### src/rtl/acc_button_sequencer_pkg.sv
// Shared types and default parameters for the push-button command sequencer.
// Holds the FSM state encoding and the locked-button select codes.
package acc_button_sequencer_pkg;

  typedef enum logic [1:0] {
    IDLE     = 2'd0,
    HOLD     = 2'd1,
    REPEAT   = 2'd2,
    WAIT_REL = 2'd3
  } state_e;

  typedef enum logic [1:0] {
    SEL_NONE  = 2'd0,
    SEL_PLUS  = 2'd1,
    SEL_MINUS = 2'd2
  } sel_e;

  localparam int DEF_HOLD_TICKS   = 8;
  localparam int DEF_REPEAT_TICKS = 2;
  localparam int DEF_CNT_W        = 4;

endpackage

### src/rtl/acc_button_sequencer_if.sv
// Button levels and tick in, registered command strobes and active flag out.
// Plain levels and one-cycle strobes; no handshake and no backpressure.
interface acc_button_sequencer_if;
  logic tick;
  logic btn_plus;
  logic btn_minus;
  logic btn_clear;
  logic cmd_inc;
  logic cmd_dec;
  logic cmd_clr;
  logic active;

  modport master (
    output tick, btn_plus, btn_minus, btn_clear,
    input  cmd_inc, cmd_dec, cmd_clr, active
  );

  modport slave (
    input  tick, btn_plus, btn_minus, btn_clear,
    output cmd_inc, cmd_dec, cmd_clr, active
  );
endinterface

### src/rtl/acc_button_sequencer_tick_counter.sv
// Tick counter with clear/enable; hit_o flags the tick that would reach thresh_i.
// hit_o is combinational from the registered count; no backpressure.
module tick_counter #(
  parameter int CNT_W = 4
) (
  input  logic             clk,
  input  logic             reset,
  input  logic             clr_i,
  input  logic             en_i,
  input  logic             tick_i,
  input  logic [CNT_W-1:0] thresh_i,
  output logic             hit_o
);

  logic [CNT_W-1:0] cnt_q, cnt_d;
  logic [CNT_W:0]   cnt_inc;

  // One extra bit so the compare never aliases on an all-ones threshold.
  assign cnt_inc = {1'b0, cnt_q} + {{CNT_W{1'b0}}, 1'b1};
  assign hit_o   = tick_i && (cnt_inc == {1'b0, thresh_i});

  always_comb begin
    cnt_d = cnt_q;
    if (clr_i) begin
      cnt_d = '0;
    end else if (en_i && tick_i) begin
      cnt_d = cnt_inc[CNT_W-1:0];
    end
  end

  always_ff @(posedge clk) begin
    if (reset) begin
      cnt_q <= '0;
    end else begin
      cnt_q <= cnt_d;
    end
  end

endmodule

### src/rtl/acc_button_sequencer.sv
// Turns button levels into inc/dec/clr strobes with clear>plus>minus arbitration and auto-repeat.
// Strobes appear one clk after the deciding sample; levels only, no backpressure.
module acc_button_sequencer
  import acc_button_sequencer_pkg::*;
#(
  parameter int HOLD_TICKS   = DEF_HOLD_TICKS,
  parameter int REPEAT_TICKS = DEF_REPEAT_TICKS,
  parameter int CNT_W        = DEF_CNT_W
) (
  input  logic                   clk,
  input  logic                   reset,
  acc_button_sequencer_if.slave  bus
);

  localparam logic [CNT_W-1:0] HOLD_TH   = CNT_W'(HOLD_TICKS);
  localparam logic [CNT_W-1:0] REPEAT_TH = CNT_W'(REPEAT_TICKS);

  state_e state_q, state_d;
  sel_e   sel_q, sel_d;
  logic   inc_q, inc_d;
  logic   dec_q, dec_d;
  logic   clr_q, clr_d;
  logic   active_q;

  logic             cnt_clr;
  logic             cnt_en;
  logic             hit;
  logic [CNT_W-1:0] thresh;
  logic             locked;
  logic             any_btn;

  assign any_btn = bus.btn_plus || bus.btn_minus || bus.btn_clear;
  assign locked  = (sel_q == SEL_PLUS)  ? bus.btn_plus  :
                   (sel_q == SEL_MINUS) ? bus.btn_minus : 1'b0;
  assign thresh  = (state_q == REPEAT) ? REPEAT_TH : HOLD_TH;

  tick_counter #(
    .CNT_W (CNT_W)
  ) u_tick_counter (
    .clk      (clk),
    .reset    (reset),
    .clr_i    (cnt_clr),
    .en_i     (cnt_en),
    .tick_i   (bus.tick),
    .thresh_i (thresh),
    .hit_o    (hit)
  );

  always_comb begin
    state_d = state_q;
    sel_d   = sel_q;
    inc_d   = 1'b0;
    dec_d   = 1'b0;
    clr_d   = 1'b0;
    cnt_clr = 1'b1;
    cnt_en  = 1'b0;
    case (state_q)
      IDLE: begin
        sel_d = SEL_NONE;
        if (bus.btn_clear) begin
          clr_d   = 1'b1;
          state_d = WAIT_REL;
        end else if (bus.btn_plus) begin
          inc_d   = 1'b1;
          sel_d   = SEL_PLUS;
          state_d = HOLD;
        end else if (bus.btn_minus) begin
          dec_d   = 1'b1;
          sel_d   = SEL_MINUS;
          state_d = HOLD;
        end
      end
      HOLD, REPEAT: begin
        // Clear can only be high here if it rose after the lock was taken.
        if (bus.btn_clear) begin
          clr_d   = 1'b1;
          sel_d   = SEL_NONE;
          state_d = WAIT_REL;
        end else if (!locked) begin
          sel_d   = SEL_NONE;
          state_d = any_btn ? WAIT_REL : IDLE;
        end else begin
          cnt_en  = 1'b1;
          cnt_clr = hit;
          if (hit) begin
            inc_d   = (sel_q == SEL_PLUS);
            dec_d   = (sel_q == SEL_MINUS);
            state_d = REPEAT;
          end
        end
      end
      WAIT_REL: begin
        if (!any_btn) begin
          state_d = IDLE;
        end
      end
      default: begin
        state_d = IDLE;
        sel_d   = SEL_NONE;
      end
    endcase
  end

  always_ff @(posedge clk) begin
    if (reset) begin
      state_q  <= IDLE;
      sel_q    <= SEL_NONE;
      inc_q    <= 1'b0;
      dec_q    <= 1'b0;
      clr_q    <= 1'b0;
      active_q <= 1'b0;
    end else begin
      state_q  <= state_d;
      sel_q    <= sel_d;
      inc_q    <= inc_d;
      dec_q    <= dec_d;
      clr_q    <= clr_d;
      active_q <= (state_d != IDLE);
    end
  end

  assign bus.cmd_inc = inc_q;
  assign bus.cmd_dec = dec_q;
  assign bus.cmd_clr = clr_q;
  assign bus.active  = active_q;

endmodule

### src/flat_wrapper.sv
// flat-port wrapper written by rule: the top's interface ports become plain ports
module acc_button_sequencer_flat import acc_button_sequencer_pkg::*;
#(
  parameter int HOLD_TICKS   = DEF_HOLD_TICKS,
  parameter int REPEAT_TICKS = DEF_REPEAT_TICKS,
  parameter int CNT_W        = DEF_CNT_W
)
  (clk, reset, bus_tick, bus_btn_plus, bus_btn_minus, bus_btn_clear, bus_cmd_inc, bus_cmd_dec, bus_cmd_clr, bus_active);
  acc_button_sequencer_if bus_i ();
  input  logic clk;
  input  logic reset;
  input wire logic [$bits(bus_i.tick)-1:0] bus_tick;
  input wire logic [$bits(bus_i.btn_plus)-1:0] bus_btn_plus;
  input wire logic [$bits(bus_i.btn_minus)-1:0] bus_btn_minus;
  input wire logic [$bits(bus_i.btn_clear)-1:0] bus_btn_clear;
  output wire logic [$bits(bus_i.cmd_inc)-1:0] bus_cmd_inc;
  output wire logic [$bits(bus_i.cmd_dec)-1:0] bus_cmd_dec;
  output wire logic [$bits(bus_i.cmd_clr)-1:0] bus_cmd_clr;
  output wire logic [$bits(bus_i.active)-1:0] bus_active;
  assign bus_i.tick = bus_tick;
  assign bus_i.btn_plus = bus_btn_plus;
  assign bus_i.btn_minus = bus_btn_minus;
  assign bus_i.btn_clear = bus_btn_clear;
  assign bus_cmd_inc = bus_i.cmd_inc;
  assign bus_cmd_dec = bus_i.cmd_dec;
  assign bus_cmd_clr = bus_i.cmd_clr;
  assign bus_active = bus_i.active;
  acc_button_sequencer #(.HOLD_TICKS(HOLD_TICKS), .REPEAT_TICKS(REPEAT_TICKS), .CNT_W(CNT_W)) u_core (.clk(clk), .reset(reset), .bus(bus_i));
endmodule
### config.mk
export PLATFORM = sky130hd
export DESIGN_NAME = acc_button_sequencer_flat
export DESIGN_NICKNAME = d
export VERILOG_FILES = /design/src/rtl/acc_button_sequencer_pkg.sv /design/src/rtl/acc_button_sequencer_if.sv /design/src/rtl/acc_button_sequencer_tick_counter.sv /design/src/rtl/acc_button_sequencer.sv /design/src/flat_wrapper.sv
export SDC_FILE = /design/constraint.sdc
export NUM_CORES = 1
export LEC_CHECK = 0
export CORE_MARGIN = 2
export CORE_UTILIZATION = 51
export DETAILED_ROUTE_END_ITERATION = 10
export PLACE_DENSITY = 0.74
export SETUP_SLACK_MARGIN = 0.5
export SLEW_MARGIN = 20
export SYNTH_ARGS = -nofsm -noshare
export SYNTH_HDL_FRONTEND = slang
export SYNTH_SLANG_ARGS = --single-unit
### constraint.sdc
create_clock -name clk -period 2.74 [get_ports clk]
set_clock_uncertainty 0.2 [all_clocks]
set_input_delay 0.548 -clock clk [delete_from_list [all_inputs] [get_ports clk]]
set_output_delay 0.548 -clock clk [all_outputs]
set_load 0.02 [all_outputs]
==> metrics.md <==
| Metric | Value |
|---|---|
| Outcome | `finished, final reports clean` |
| Number of optimization iterations in the first detailed-route pass | `4` |
| Crit path required time | `2.71 ns` |
| Busiest layer in global routing | `met2` |
| Delay of the slowest critical-path stage | `0.52 ns` |
| GR met1 Demand/Resource | `25.8%` |
| Port Buf Inserts | `9` |
| Placement Rows | `13` |
| Setup Fix Bufs, Post-CTS | `0` |
| DR vias | `637` |
| Global-route wire length before repair | `2.22 mm` |
| Type of the worst setup path | `in2reg` |
| RePlAce Congestion | `0.839` |
| Yosys warning count | `0` |
| Critical-path top delay cell | `clkdlybuf4s50_1` |
| Sequential cell area fraction in the yosys report | `34.8%` |
| H-tree lvl count | `1` |
| Final design utilization | `65.4%` |
| Effective utilization at floorplan | `53.7%` |
| Core area | `0.00128 mm2` |
| Worst-margin pin slew | `0.356 ns` |
| Largest voltage drop on the vdd net | `0.399 mV` |
| Buffer depth of the longest clock path | `2` |
| Combinational share of power | `40.1%` |
| Buffering stage count on the worst path with inverters included | `1` |
| RSZ-0062 raised after global routing | `no` |
| Syn Nets | `91` |
| Critical Path Sink Type | `flip-flop` |
| HPWL Detailed | `1.02 mm` |
| Power Dens Cells | `691 mW/mm2` |
| Post-synth EDFFs | `0` |
| Relative max-transition margin | `75.6%` |
| Detailed Route WL | `1.42 mm` |
| Clock latency at the later pin of the worst-skew pair | `0.28 ns` |
| Final antenna diode count | `0` |
| Worst path top cell family by delay | `simple AND/OR/NAND/NOR gates` |
| Total standard cell area after synthesis | `689 um2` |
| Internal power | `373 uW` |
| Maximum number of pins on one net before global-route repair | `9` |
| Net load switching power | `208 uW` |
| Post-layout minimum cycle time | `2.17 ns` |
| DRT antenna net count | `0` |
| Total of hold buffers inserted after clock tree synthesis | `0` |
| Slew Limit Fails | `0` |
| Hold Slack | `0.331 ns` |
| Post-synth top flop | `dfxtp_1` |
| Clock slew at reported path FFs | `0.07 ns` |
| Most used cells in the layout excluding fill and tap cells | `nor2_1 (10), dfxtp_1 (10), clkdlybuf4s50_1 (7)` |
| Tcrit/Tclk final | `79.3%` |
| FILL cells | `110` |
| Area growth from synthesis to final layout | `22.0%` |
| Met2 track demand over resource in global routing | `31.0%` |
| Top-level I/O count | `10` |
| Share of final-layout standard cells stronger than drive strength 1 | `12.1%` |
| Highest fanout seen on the critical path | `6` |
| Fraction of power spent switching nets | `35.8%` |
| Number of violations reported at the end of detailed-routing iteration 0 | `16` |
| Total negative slack | `0 ns` |
| Die Width | `40.8 um` |
| Clock buffers created by TritonCTS | `3` |
| Area of the die | `0.00166 mm2` |
| Clock Power Share | `18.8%` |
| Cell at the root of the clock tree | `clkbuf_4` |
| CTS Sinks | `12` |
| Leakage power total | `0.000341 uW` |
| Min-delay worst type | `reg2reg` |
| Routed length per placed instance | `13.4 um` |
| Cell variety after synth | `35` |
| Vias per std cell | `6.01` |
| Highest Clock Rate | `0.460 GHz` |
| Asr flop ratio synth | `0%` |
| Number of maximum-capacitance constraint violations | `0` |
| Fin. Hold Viols | `0` |
| Final count of negative-setup-slack endpoints | `0` |
| Reg power frac | `41.1%` |
| Count of mapped cells out of synthesis | `80` |
| Critical Path, Cell by Cell | `clkdlybuf4s50_1 -> a21o_1 -> a31o_1 -> or3_1 -> o311a_1 -> or2_1` |
| Global-route met3 utilization | `6.52%` |
| Number of synthesized register bits | `12` |
| Tot GR Track Use | `21.0%` |
| Residual DRC | `0` |
| Vias in the first global route | `536` |
| Die H | `40.8 um` |
| Post-layout net count | `104` |
| CTS tree | `built` |
| Startpoint type of the worst setup path | `input pin` |
| Overflow after GRT | `0` |
| WP data arrival | `2.14 ns` |
| Number of antenna violations at the first check in global routing | `0` |
| Post-Synthesis Mean Instance Area | `8.62 um2` |
-- path summary, 6_finish.rpt --
check	from	endpoint	slack (ns)	depth (start not counted)
worst min register to register	u_core.state_q[0]	u_core.state_q[0]	0.33	2
worst max register to register	u_core.state_q[0]	u_core.bus.active	0.62	7
worst max-delay path	bus_btn_clear	u_core.bus.active	0.57	6
worst min-delay path	u_core.state_q[0]	u_core.state_q[0]	0.33	2
-- power by group through the flow --
stage               Sequential (uW)  Clock, uW  Combinational [uW]
floorplan                       244          0                 143
global placement                237          0                 214
detailed placement              237          0                 220
CTS                             235        116                 222
global route                    245        123                 260
finish                          239        109                 233
-- worst reg2reg max path, cell delays in order (launching register included) --
cell and delay, ns:
dfxtp_4 0.38, inv_1 0.06, ha_2 0.32, a21o_1 0.18, a31o_1 0.20, or3_1 0.35, o311a_1 0.12, or2_1 0.20
-- through the flow --
stage,area (um2),setup slack (ns),total power [uW],cells
2_1_floorplan,689,0.621,387,80
3_3_place_gp,798,0.233,451,103
3_5_place_dp,798,0.207,457,103
4_1_cts,823,0.504,573,106
5_1_grt,841,0.507,628,106
6_report,841,0.566,581,106
-- final cells by class --
| type | instances | area [um2] | area share (%) |
|---|---|---|---|
| tap | 15 | 18.8 | 2.23 |
| sequential | 12 | 245 | 29.2 |
| multi-input combinational | 61 | 433 | 51.5 |
| timing repair buffer | 10 | 103 | 12.2 |
| clock buffer | 3 | 22.5 | 2.68 |
| inverter | 5 | 18.8 | 2.23 |
-- flip-flops by register name, indices dropped and copies added, names as in the netlist --
name	flops
u_core.bus.cmd_clr	1
u_core.u_tick_counter.cnt_q	4
u_core.state_q	2
u_core.bus.cmd_inc	1
u_core.bus.cmd_dec	1
u_core.sel_q	2
u_core.bus.active	1
-- logic make-up after synthesis --
group	Yosys count	share of synthesized area [%]
buffers and inverters	7	3.81
AND/OR/NAND/NOR	33	26.1
adder cells (fa/ha/maj)	5	9.07
XOR/XNOR	4	5.08
multiplexers	2	2.90
AO/OA/AOI/OAI	17	18.2
flip-flops	12	34.8
-- per-layer routing --
layer,vias to the layer above,part of all wire (%)
li1,316,-
met1,304,47
met2,13,47
met3,4,4.0
met4,0,1.7
met5,-,0
-- what timing repair did --
item,CTS,global route
setup endpoints to repair,1,5
cloned,0,0
pin swaps,0,0
resized for setup,2,6
-- cells in the mapped netlist (2+ instances only) --
library cell  instances  area [um2]
a21oi_1               4        20.0
clkbuf_1              2        7.51
dfxtp_1              12         240
ha_1                  5        62.6
inv_1                 5        18.8
mux2i_1               2        20.0
nand2_1               6        22.5
nand3_1               3        15.0
nor2_1               10        37.5
o21ai_0               2        10.0
o311a_1               3        30.0
xor2_1                3        26.3
No activity file was read; power rests on OpenSTA's default activity.
